--- src/rtl/truth_table_scanner_if.sv ---
// truth_table_scanner_if: bundle between a truth-table scanner and its host / block-under-scan.
// Parameter: N_IN  width of the input vector; the table holds 2**N_IN bits.
// Signals:  start (host -> scanner), s1 (block output -> scanner),
//           vec, busy, done, tt, tt_valid (scanner -> environment),
//           expected (host -> scanner), mismatch, fail_idx (scanner -> host)
//           the last three exist only when EXPECT_CHECK_EN is defined.
// Modports: slave = scanner side, master = host / block side.
interface truth_table_scanner_if #(
    parameter int N_IN = 3
);
    logic                   start;
    logic                   s1;
    logic [N_IN-1:0]        vec;
    logic                   busy;
    logic                   done;
    logic [(1<<N_IN)-1:0]   tt;
    logic                   tt_valid;
`ifdef EXPECT_CHECK_EN
    logic [(1<<N_IN)-1:0]   expected;
    logic                   mismatch;
    logic [N_IN-1:0]        fail_idx;

    modport slave (
        input  start, s1, expected,
        output vec, busy, done, tt, tt_valid, mismatch, fail_idx
    );
    modport master (
        output start, s1, expected,
        input  vec, busy, done, tt, tt_valid, mismatch, fail_idx
    );
`else
    modport slave (
        input  start, s1,
        output vec, busy, done, tt, tt_valid
    );
    modport master (
        output start, s1,
        input  vec, busy, done, tt, tt_valid
    );
`endif
endinterface

--- src/rtl/truth_table_scanner.sv ---
// truth_table_scanner: walks every input combination of a small combinational block in binary
// order, holds each for DWELL cycles, samples the block output and builds its truth table.
// Parameters: N_IN (1..6) vector width, DWELL (>=1) cycles per vector.
// Ports: clk, rst_n (synchronous, active-low) plus bus (truth_table_scanner_if.slave):
//   start in, s1 in, vec out, busy out, done out (1-cycle pulse), tt out, tt_valid out.
// Optional feature macro EXPECT_CHECK_EN: adds expected in, mismatch out, fail_idx out; the
//   reference table is latched on an accepted start and compared when the scan completes.
module truth_table_scanner #(
    parameter int N_IN  = 3,
    parameter int DWELL = 1
) (
    input logic                  clk,
    input logic                  rst_n,
    truth_table_scanner_if.slave bus
);
    localparam int TW = 1 << N_IN;
    localparam int CW = DWELL > 1 ? $clog2(DWELL) : 1;
    localparam logic [N_IN-1:0] VEC_LAST = N_IN'(TW - 1);
    localparam logic [CW-1:0]   CNT_LAST = CW'(DWELL - 1);

    typedef enum logic [1:0] {IDLE, SCAN, DONE} state_t;

    state_t          state_q, state_d;
    logic [N_IN-1:0] vec_q, vec_d;
    logic [CW-1:0]   cnt_q, cnt_d;
    logic [TW-1:0]   tt_q, tt_d;
    logic            valid_q, valid_d;
    logic            busy_q, busy_d;
    logic            done_q, done_d;

    always_ff @(posedge clk) begin
        if (!rst_n) begin
            state_q <= IDLE;
            vec_q   <= '0;
            cnt_q   <= '0;
            tt_q    <= '0;
            valid_q <= 1'b0;
            busy_q  <= 1'b0;
            done_q  <= 1'b0;
        end else begin
            state_q <= state_d;
            vec_q   <= vec_d;
            cnt_q   <= cnt_d;
            tt_q    <= tt_d;
            valid_q <= valid_d;
            busy_q  <= busy_d;
            done_q  <= done_d;
        end
    end

    always_comb begin
        state_d = state_q;
        vec_d   = vec_q;
        cnt_d   = cnt_q;
        tt_d    = tt_q;
        valid_d = valid_q;
        busy_d  = busy_q;
        done_d  = 1'b0;
        case (state_q)
            IDLE: begin
                if (bus.start) begin
                    state_d = SCAN;
                    vec_d   = '0;
                    cnt_d   = '0;
                    tt_d    = '0;
                    valid_d = 1'b0;
                    busy_d  = 1'b1;
                end
            end
            SCAN: begin
                if (cnt_q == CNT_LAST) begin
                    tt_d[vec_q] = bus.s1;
                    if (vec_q == VEC_LAST) begin
                        // vec stays on the last combination; it is only cleared by the next start
                        state_d = DONE;
                        busy_d  = 1'b0;
                        done_d  = 1'b1;
                        valid_d = 1'b1;
                    end else begin
                        vec_d = vec_q + N_IN'(1);
                        cnt_d = '0;
                    end
                end else begin
                    cnt_d = cnt_q + CW'(1);
                end
            end
            default: state_d = IDLE;
        endcase
    end

    assign bus.vec      = vec_q;
    assign bus.busy     = busy_q;
    assign bus.done     = done_q;
    assign bus.tt       = tt_q;
    assign bus.tt_valid = valid_q;

`ifdef EXPECT_CHECK_EN
    logic [TW-1:0]   exp_q, exp_d;
    logic            mis_q, mis_d;
    logic [N_IN-1:0] fidx_q, fidx_d;
    logic [TW-1:0]   diff;
    logic [N_IN-1:0] low;

    always_ff @(posedge clk) begin
        if (!rst_n) begin
            exp_q  <= '0;
            mis_q  <= 1'b0;
            fidx_q <= '0;
        end else begin
            exp_q  <= exp_d;
            mis_q  <= mis_d;
            fidx_q <= fidx_d;
        end
    end

    // compare against the table as it will be after this edge, so the last sample is included
    always_comb begin
        exp_d  = exp_q;
        mis_d  = mis_q;
        fidx_d = fidx_q;
        diff   = tt_d ^ exp_q;
        low    = '0;
        for (int k = TW - 1; k >= 0; k--) begin
            if (diff[k]) low = N_IN'(k);
        end
        if (state_q == IDLE && bus.start) begin
            exp_d  = bus.expected;
            mis_d  = 1'b0;
            fidx_d = '0;
        end else if (state_q == SCAN && state_d == DONE) begin
            mis_d  = |diff;
            fidx_d = low;
        end
    end

    assign bus.mismatch = mis_q;
    assign bus.fail_idx = fidx_q;
`endif
endmodule

--- src/flat_wrapper.sv ---
// flat-port wrapper written by rule: the top's interface ports become plain ports
module truth_table_scanner_flat 
#(
    parameter int N_IN  = 3,
    parameter int DWELL = 1
)
  (clk, rst_n, bus_start, bus_s1, bus_vec, bus_busy, bus_done, bus_tt, bus_tt_valid);
  truth_table_scanner_if #(.N_IN(N_IN)) bus_i ();
  input logic clk;
  input logic rst_n;
  input wire logic [$bits(bus_i.start)-1:0] bus_start;
  input wire logic [$bits(bus_i.s1)-1:0] bus_s1;
  output wire logic [$bits(bus_i.vec)-1:0] bus_vec;
  output wire logic [$bits(bus_i.busy)-1:0] bus_busy;
  output wire logic [$bits(bus_i.done)-1:0] bus_done;
  output wire logic [$bits(bus_i.tt)-1:0] bus_tt;
  output wire logic [$bits(bus_i.tt_valid)-1:0] bus_tt_valid;
  assign bus_i.start = bus_start;
  assign bus_i.s1 = bus_s1;
  assign bus_vec = bus_i.vec;
  assign bus_busy = bus_i.busy;
  assign bus_done = bus_i.done;
  assign bus_tt = bus_i.tt;
  assign bus_tt_valid = bus_i.tt_valid;
  truth_table_scanner #(.N_IN(N_IN), .DWELL(DWELL)) u_core (.clk(clk), .rst_n(rst_n), .bus(bus_i));
endmodule
--- config.mk ---
export PLATFORM = sky130hd
export DESIGN_NAME = truth_table_scanner_flat
export DESIGN_NICKNAME = d
export VERILOG_FILES = /design/src/rtl/truth_table_scanner_if.sv /design/src/rtl/truth_table_scanner.sv /design/src/flat_wrapper.sv
export SDC_FILE = /design/constraint.sdc
export NUM_CORES = 1
export LEC_CHECK = 0
export BUFFER_PORTS_ARGS = -buffer_cell sky130_fd_sc_hd__buf_2
export CORE_MARGIN = 3
export CORE_UTILIZATION = 28
export CTS_CLUSTER_SIZE = 14
export DETAILED_ROUTE_END_ITERATION = 8
export PLACE_DENSITY_LB_ADDON = 0.15
export SKIP_CTS_REPAIR_TIMING = 1
export SYNTH_ARGS = -nofsm -noshare
export SYNTH_HDL_FRONTEND = slang
export SYNTH_SLANG_ARGS = --single-unit
--- constraint.sdc ---
create_clock -name clk -period 1.44 [get_ports clk]
set_input_delay 0.072 -clock clk [delete_from_list [all_inputs] [get_ports clk]]
set_output_delay 0.072 -clock clk [all_outputs]
set_load 0.05 [all_outputs]
==> run metrics, run 1 <==
Hold WC Path Type input port to flip-flop; Row Count 18; detailed placement HPWL approximately 1200 um; Crit. End Element flip-flop; 1st-pass router iterations 3; RSZ-0062 raised after global routing true; most numerous cell in the Yosys netlist dfxtp_1; count of cell types in the netlist 30; largest net degree at the start of global routing 18; RePlAce Congestion 0.710; Worst Setup SP u_core.bus.vec[0]; vias in the first global route roughly 620; outcome finished, final reports clean; Peak Freq about 700 MHz; switching share of power 0.277; Final Util 0.372; clock skew 0.000961 ns; Vias per Instance between 5 and 6; Placed Area approximately 940 um2; crit start category flip-flop; Non-Filler Instances between 100 and 150; Post-Route WL around 1700 um; Register Area about 330 um2; antenna viol nets, final 0; top post-synthesis cells by count 16 x dfxtp_1, 9 x inv_1, 8 x a31oi_1, 8 x o22ai_1, 6 x clkbuf_1; final worst path period need 1.41 ns; H-tree levels 1; synth-to-layout area growth 21.8%; fin nets 110; Root Driver clkbuf_4; Detailed Route Iter0 Violations 7; global-route wire length before repair 2820 um; setup TNS 0 ns; synthesis-stage register bit count 16; Worst-path clk slew 0.10 ns; TritonCTS clock tree yes; max cap viols 0; Gate power share 0.142; All-Layer GR Usage 0.105; PnR worst setup slack 0.0293 ns; Synth Net Count a little over 90; fillers roughly 270; sequential share of power 0.559; Int Pwr approximately 0.60 mW; Pwr per Cell Area 865 nW/um2; P_leak approximately 0.38 nW; Ports 18; Synth area leader dfxtp_1; Antenna Cells 0; pre-CTS setup slack about 0.033 ns; worst slew pin tran between 0.3 and 0.4 ns; die area roughly 3500 um2; CTS max path bufs 2; Crit Path Category flip-flop to flip-flop; Die Ht about 59 um; post-route worst hold slack 0.141 ns; via count around 680; fraction of layout cells with a size suffix above 1 0.320; Core Area between 2000 and 3000 um2; # clock sinks 16; register area share after synthesis 0.404; Worst-Skew Late Latency 0.28 ns; Synth top area share 0.404; Slew Limit Fails 0; initial core utilization 0.306; Cells after Synth 87; CTS Buf Count 3; antenna violations before repair 0; Cell Count Post-Placement roughly 130; Post-synth EDFFs 0; post-synthesis cell area a little under 800 um2; critical path data required time about 1.6 ns; final setup fails 0; die width 59.2 um; total grt overflow 0; multi-input logic area 419 um2; Critical Path Fanout Max 11; net switching power between 0.2 and 0.25 mW; I/O Buffers 17; DRC Markers 0; routed len/inst roughly 13 um; internal reg-to-reg setup slack 0.03 ns; Slew headroom 0.780; Synth async-reset ratio 0; overall power about 0.83 mW; Avg Synthesized Cell Area 9.10 um2; critical path arrival roughly 1.6 ns; dominant synthesized flop cell dfxtp_1; yosys synthesis warning count 0; top cells by area, synth dfxtp_1 40%, a31oi_1 6.3%, o22ai_1 6.3%; final hold violations 0; design area 965 um2; RR Startpoint u_core.bus.vec[0]; hold_sp bus_start; final worst-path cycle share 0.980; Peak VDD IR 404 uV; clock power share 0.299
==> layout by cell type (no fill, tap or decap), drive strengths merged, types with 2 or more instances in the layout <==
cell type	count
clkbuf	4
ha	2
or4bb	3
a31oi	8
inv	9
nand4b	3
buf	21
and4b	2
dfxtp	16
a21oi	2
a32o	2
nand2b	5
nor2b	3
o22ai	8
==> flip-flops by register name (all words and copies together) (netlist names) <==
| register | flops |
|---|---|
| u_core.bus.done | 1 |
| u_core.state_q | 2 |
| u_core.bus.vec | 3 |
| u_core.bus.tt | 8 |
| u_core.bus.tt_valid | 1 |
| u_core.bus.busy | 1 |
==> layer usage <==
layer  track usage  part of all wire  vias up  wire, um
met3        0.0283             0.037        2        65
li1              -                 -      356         -
met5             0                 0        -         0
met2         0.161              0.45        9       779
met4        0.0388            0.0074        0        13
met1         0.139              0.51      316       891
==> final cells by class <==
cell class                      instances  share of cell area
Timing Repair Buffer                   21               0.119
Tap cell                               30              0.0389
Clock buffer                            4              0.0272
Sequential cell                        16               0.345
Inverter                                9              0.0350
Multi-Input combinational cell         53               0.435
==> power groups by stage <==
stage | Sequential, mW | Combinational, mW | Clock, mW
finish | 0.466 | 0.119 | 0.250
global route | 0.469 | 0.128 | 0.294
CTS | 0.466 | 0.119 | 0.267
detailed placement | 0.476 | 0.119 | 0
global placement | 0.475 | 0.120 | 0
floorplan | 0.495 | 0.0690 | 0
==> critical path, cell delays in order, from the launching register on <==
cell and delay, ns:
dfxtp_4 0.39, ha_4 0.17, ha_4 0.16, a211o_1 0.33
a32o_1 0.26
==> path summary, 6_finish.rpt <==
path / end / cells past startpoint
max: u_core.bus.vec[1] / 4
min: u_core.state_q[0] / 3
min reg2reg: u_core.bus.tt[3] / 2
max reg2reg: u_core.bus.vec[1] / 4
==> cells by family (layout without fill, tap and decap cells) <==
logic type | Yosys count | count (layout) | share of synthesized area
DFF | 16 | 16 | 0.404
and+or+nand+nor | 26 | 26 | 0.253
adders and majority gates | 2 | 2 | 0.0316
buffers and inverters | 18 | 34 | 0.0979
AOI/OAI and AO/OA | 25 | 25 | 0.213
(Power assumes the default switching activity.)
==> run 2: changes to the inputs <==
--- a/constraint.sdc
+++ b/constraint.sdc
@@ -3,2 +3,2 @@
 set_output_delay 0.072 -clock clk [all_outputs]
-set_load 0.05 [all_outputs]
+set_load 0.1 [all_outputs]
==> run 2 against run 1 <==
Critical path depth rose by 1. Non-clock buffer count is 2 higher. Global-route usage is 0.45 points higher. Sequential share of layout area down 0.53 points. Clock power fell by 5%. Maximum frequency rose by 0.19%. Design area grew 1.6%. Wire length is 1.9% lower. Sequential cell count stayed put. Count of clock-buffer cells in the layout unchanged. Combinational power rose by 26%. Cell count increased by 1.5%. Critical path type unchanged. Critical endpoint is now u_core.bus.vec[0]. Highest routed layer unchanged.
==> run metrics, run 2 (synthesis results as in run 1) <==
Antenna Cells 0 (unchanged); die area 3500 um2 (unchanged); worst reg-to-reg path cell count 5 (was 4); final worst path period need 1.41 ns (about the same); Peak VDD IR 656 uV (was 404 uV); Crit Path Category flip-flop to flip-flop (unchanged); Post-Route WL 1720 um (was 1750 um); Hold WC Path Type input port to flip-flop (unchanged); most common cell after layout, fill and taps aside buf_2 (unchanged); largest net degree at the start of global routing 18 (unchanged); post-route worst hold slack 0.160 ns (was 0.141 ns); die width 59.2 um (unchanged); Core Area 2590 um2 (unchanged); antenna violations before repair 0 (unchanged); worst slew pin tran 0.487 ns (was 0.322 ns); Vias per Instance 5.05 (was 5.14); Detailed Route Iter0 Violations 8 (was 7); critical path arrival 1.59 ns (about the same); total grt overflow 0 (unchanged); fillers 265 (was 273); RR Endpoint u_core.bus.vec[0] (was u_core.bus.vec[1]); most frequent cells in the layout 17 x buf_2, 12 x dfxtp_1, 9 x inv_1 (unchanged); synth-to-layout area growth 23.7% (was 21.8%); antenna viol nets, final 0 (unchanged); PnR worst setup slack 0.0321 ns (was 0.0293 ns); Slew Limit Fails 0 (unchanged); routed len/inst 12.7 um (was 13.2 um); critical path data required time 1.62 ns (about the same); final worst-path cycle share 0.978 (was 0.980); Worst-Skew Late Latency 0.28 ns (about the same); fin nets 112 (was 110); final setup fails 0 (unchanged); Worst-path clk slew 0.09 ns (was 0.10 ns); max reg flops 8 (unchanged); RSZ-0062 raised after global routing true (unchanged); I/O Buffers 17 (unchanged); DRC Markers 0 (unchanged); global-route wire length before repair 2970 um (was 2820 um); Peak Freq 710 MHz (was 709 MHz); Worst Hold Depth 3 (unchanged); max cap viols 0 (unchanged); RR Startpoint u_core.bus.vec[0] (unchanged); Pwr per Cell Area 874 nW/um2 (was 865 nW/um2); via count 682 (was 683); vias in the first global route 649 (was 624); 1st-pass router iterations 3 (unchanged); Die Ht 59.2 um (unchanged); H-tree levels 1 (unchanged); internal reg-to-reg setup slack 0.03 ns (about the same); hold_sp bus_start (unchanged); # clock sinks 16 (unchanged); All-Layer GR Usage 0.109 (was 0.105); design area 980 um2 (was 965 um2); crit start category flip-flop (unchanged); Row Count 18 (unchanged); TritonCTS clock tree yes (unchanged); fraction of layout cells with a size suffix above 1 0.333 (was 0.320); setup TNS 0 ns (unchanged); detailed placement HPWL 1240 um (about the same); CTS max path bufs 2 (unchanged); initial core utilization 0.306 (unchanged); clock skew 0.00660 ns (was 0.000961 ns); Min-Delay Endpoint u_core.state_q[0] (unchanged); Placed Area 922 um2 (was 937 um2); P_leak 0.394 nW (was 0.383 nW); RePlAce Congestion 0.691 (was 0.710); pre-CTS setup slack 0.0401 ns (was 0.0333 ns); Crit. End Element flip-flop (unchanged); Ports 18 (unchanged); final hold violations 0 (unchanged); CTS Buf Count 3 (unchanged); Critical Path Fanout Max 15 (was 11); Slew headroom 0.678 (was 0.780); outcome finished, final reports clean (unchanged); Root Driver clkbuf_4 (unchanged)
-- run 2: cell count changes in the layout (fill, tap and decap cells not counted) --
cell   delta
buf_4     +2
-- run 2: worst max-delay path by stage --
| stage | startpoint | to | slack (ns) | cells after the start |
|---|---|---|---|---|
| after global placement | u_core.bus.vec[0] | u_core.bus.vec[0] | 0.06 | 5 |
| after detailed placement | u_core.bus.vec[0] | u_core.bus.vec[0] | 0.04 | 5 |
| after CTS | u_core.bus.vec[0] | u_core.bus.vec[0] | 0.02 | 5 |
| after global routing | u_core.bus.vec[0] | u_core.bus.vec[0] | -0.01 | 5 |
| final | u_core.bus.vec[0] | u_core.bus.vec[0] | 0.03 | 5 |
| after floorplan | u_core.bus.vec[0] | u_core.bus.vec[0] | -0.09 | 5 |
-- run 2: cell type report --
class / instances / area, um2 / share of cell area
Sequential cell: 16 / 333 / 0.340
Timing Repair Buffer: 23 / 130 / 0.133
Tap cell: 30 / 37.5 / 0.0383
Inverter: 9 / 33.8 / 0.0345
Multi-Input combinational cell: 53 / 419 / 0.428
Clock buffer: 4 / 26.3 / 0.0268
-- run 2: per-stage QoR --
step	cells	util	power (mW)
after floorplan	87	-	0.594
after global placement	127	0.356	0.619
after detailed placement	127	0.356	0.621
after CTS	131	0.366	0.871
after global routing	135	0.378	0.911
final	135	0.378	0.856
-- run 2: report_power, final --
group          total, mW  switching [mW]  leakage (nW)  internal, mW
logic              0.150           0.101         0.247        0.0490
registers          0.468          0.0184         0.132         0.449
clock network      0.238           0.131        0.0150         0.107
-- run 2: layer usage --
| layer | GRT usage | share of wire |
|---|---|---|
| met1 | 0.142 | 0.51 |
| met2 | 0.175 | 0.45 |
| met3 | 0.0392 | 0.033 |
| met4 | 0.0194 | 0.0087 |
| met5 | 0 | 0 |
-- run 2: worst max-delay path, cell delays in order (launching register included) --
cell and delay (ns):
dfxtp_4 0.44, ha_4 0.15, ha_4 0.14, and4bb_2 0.24, nor2b_1 0.13, a31o_2 0.20
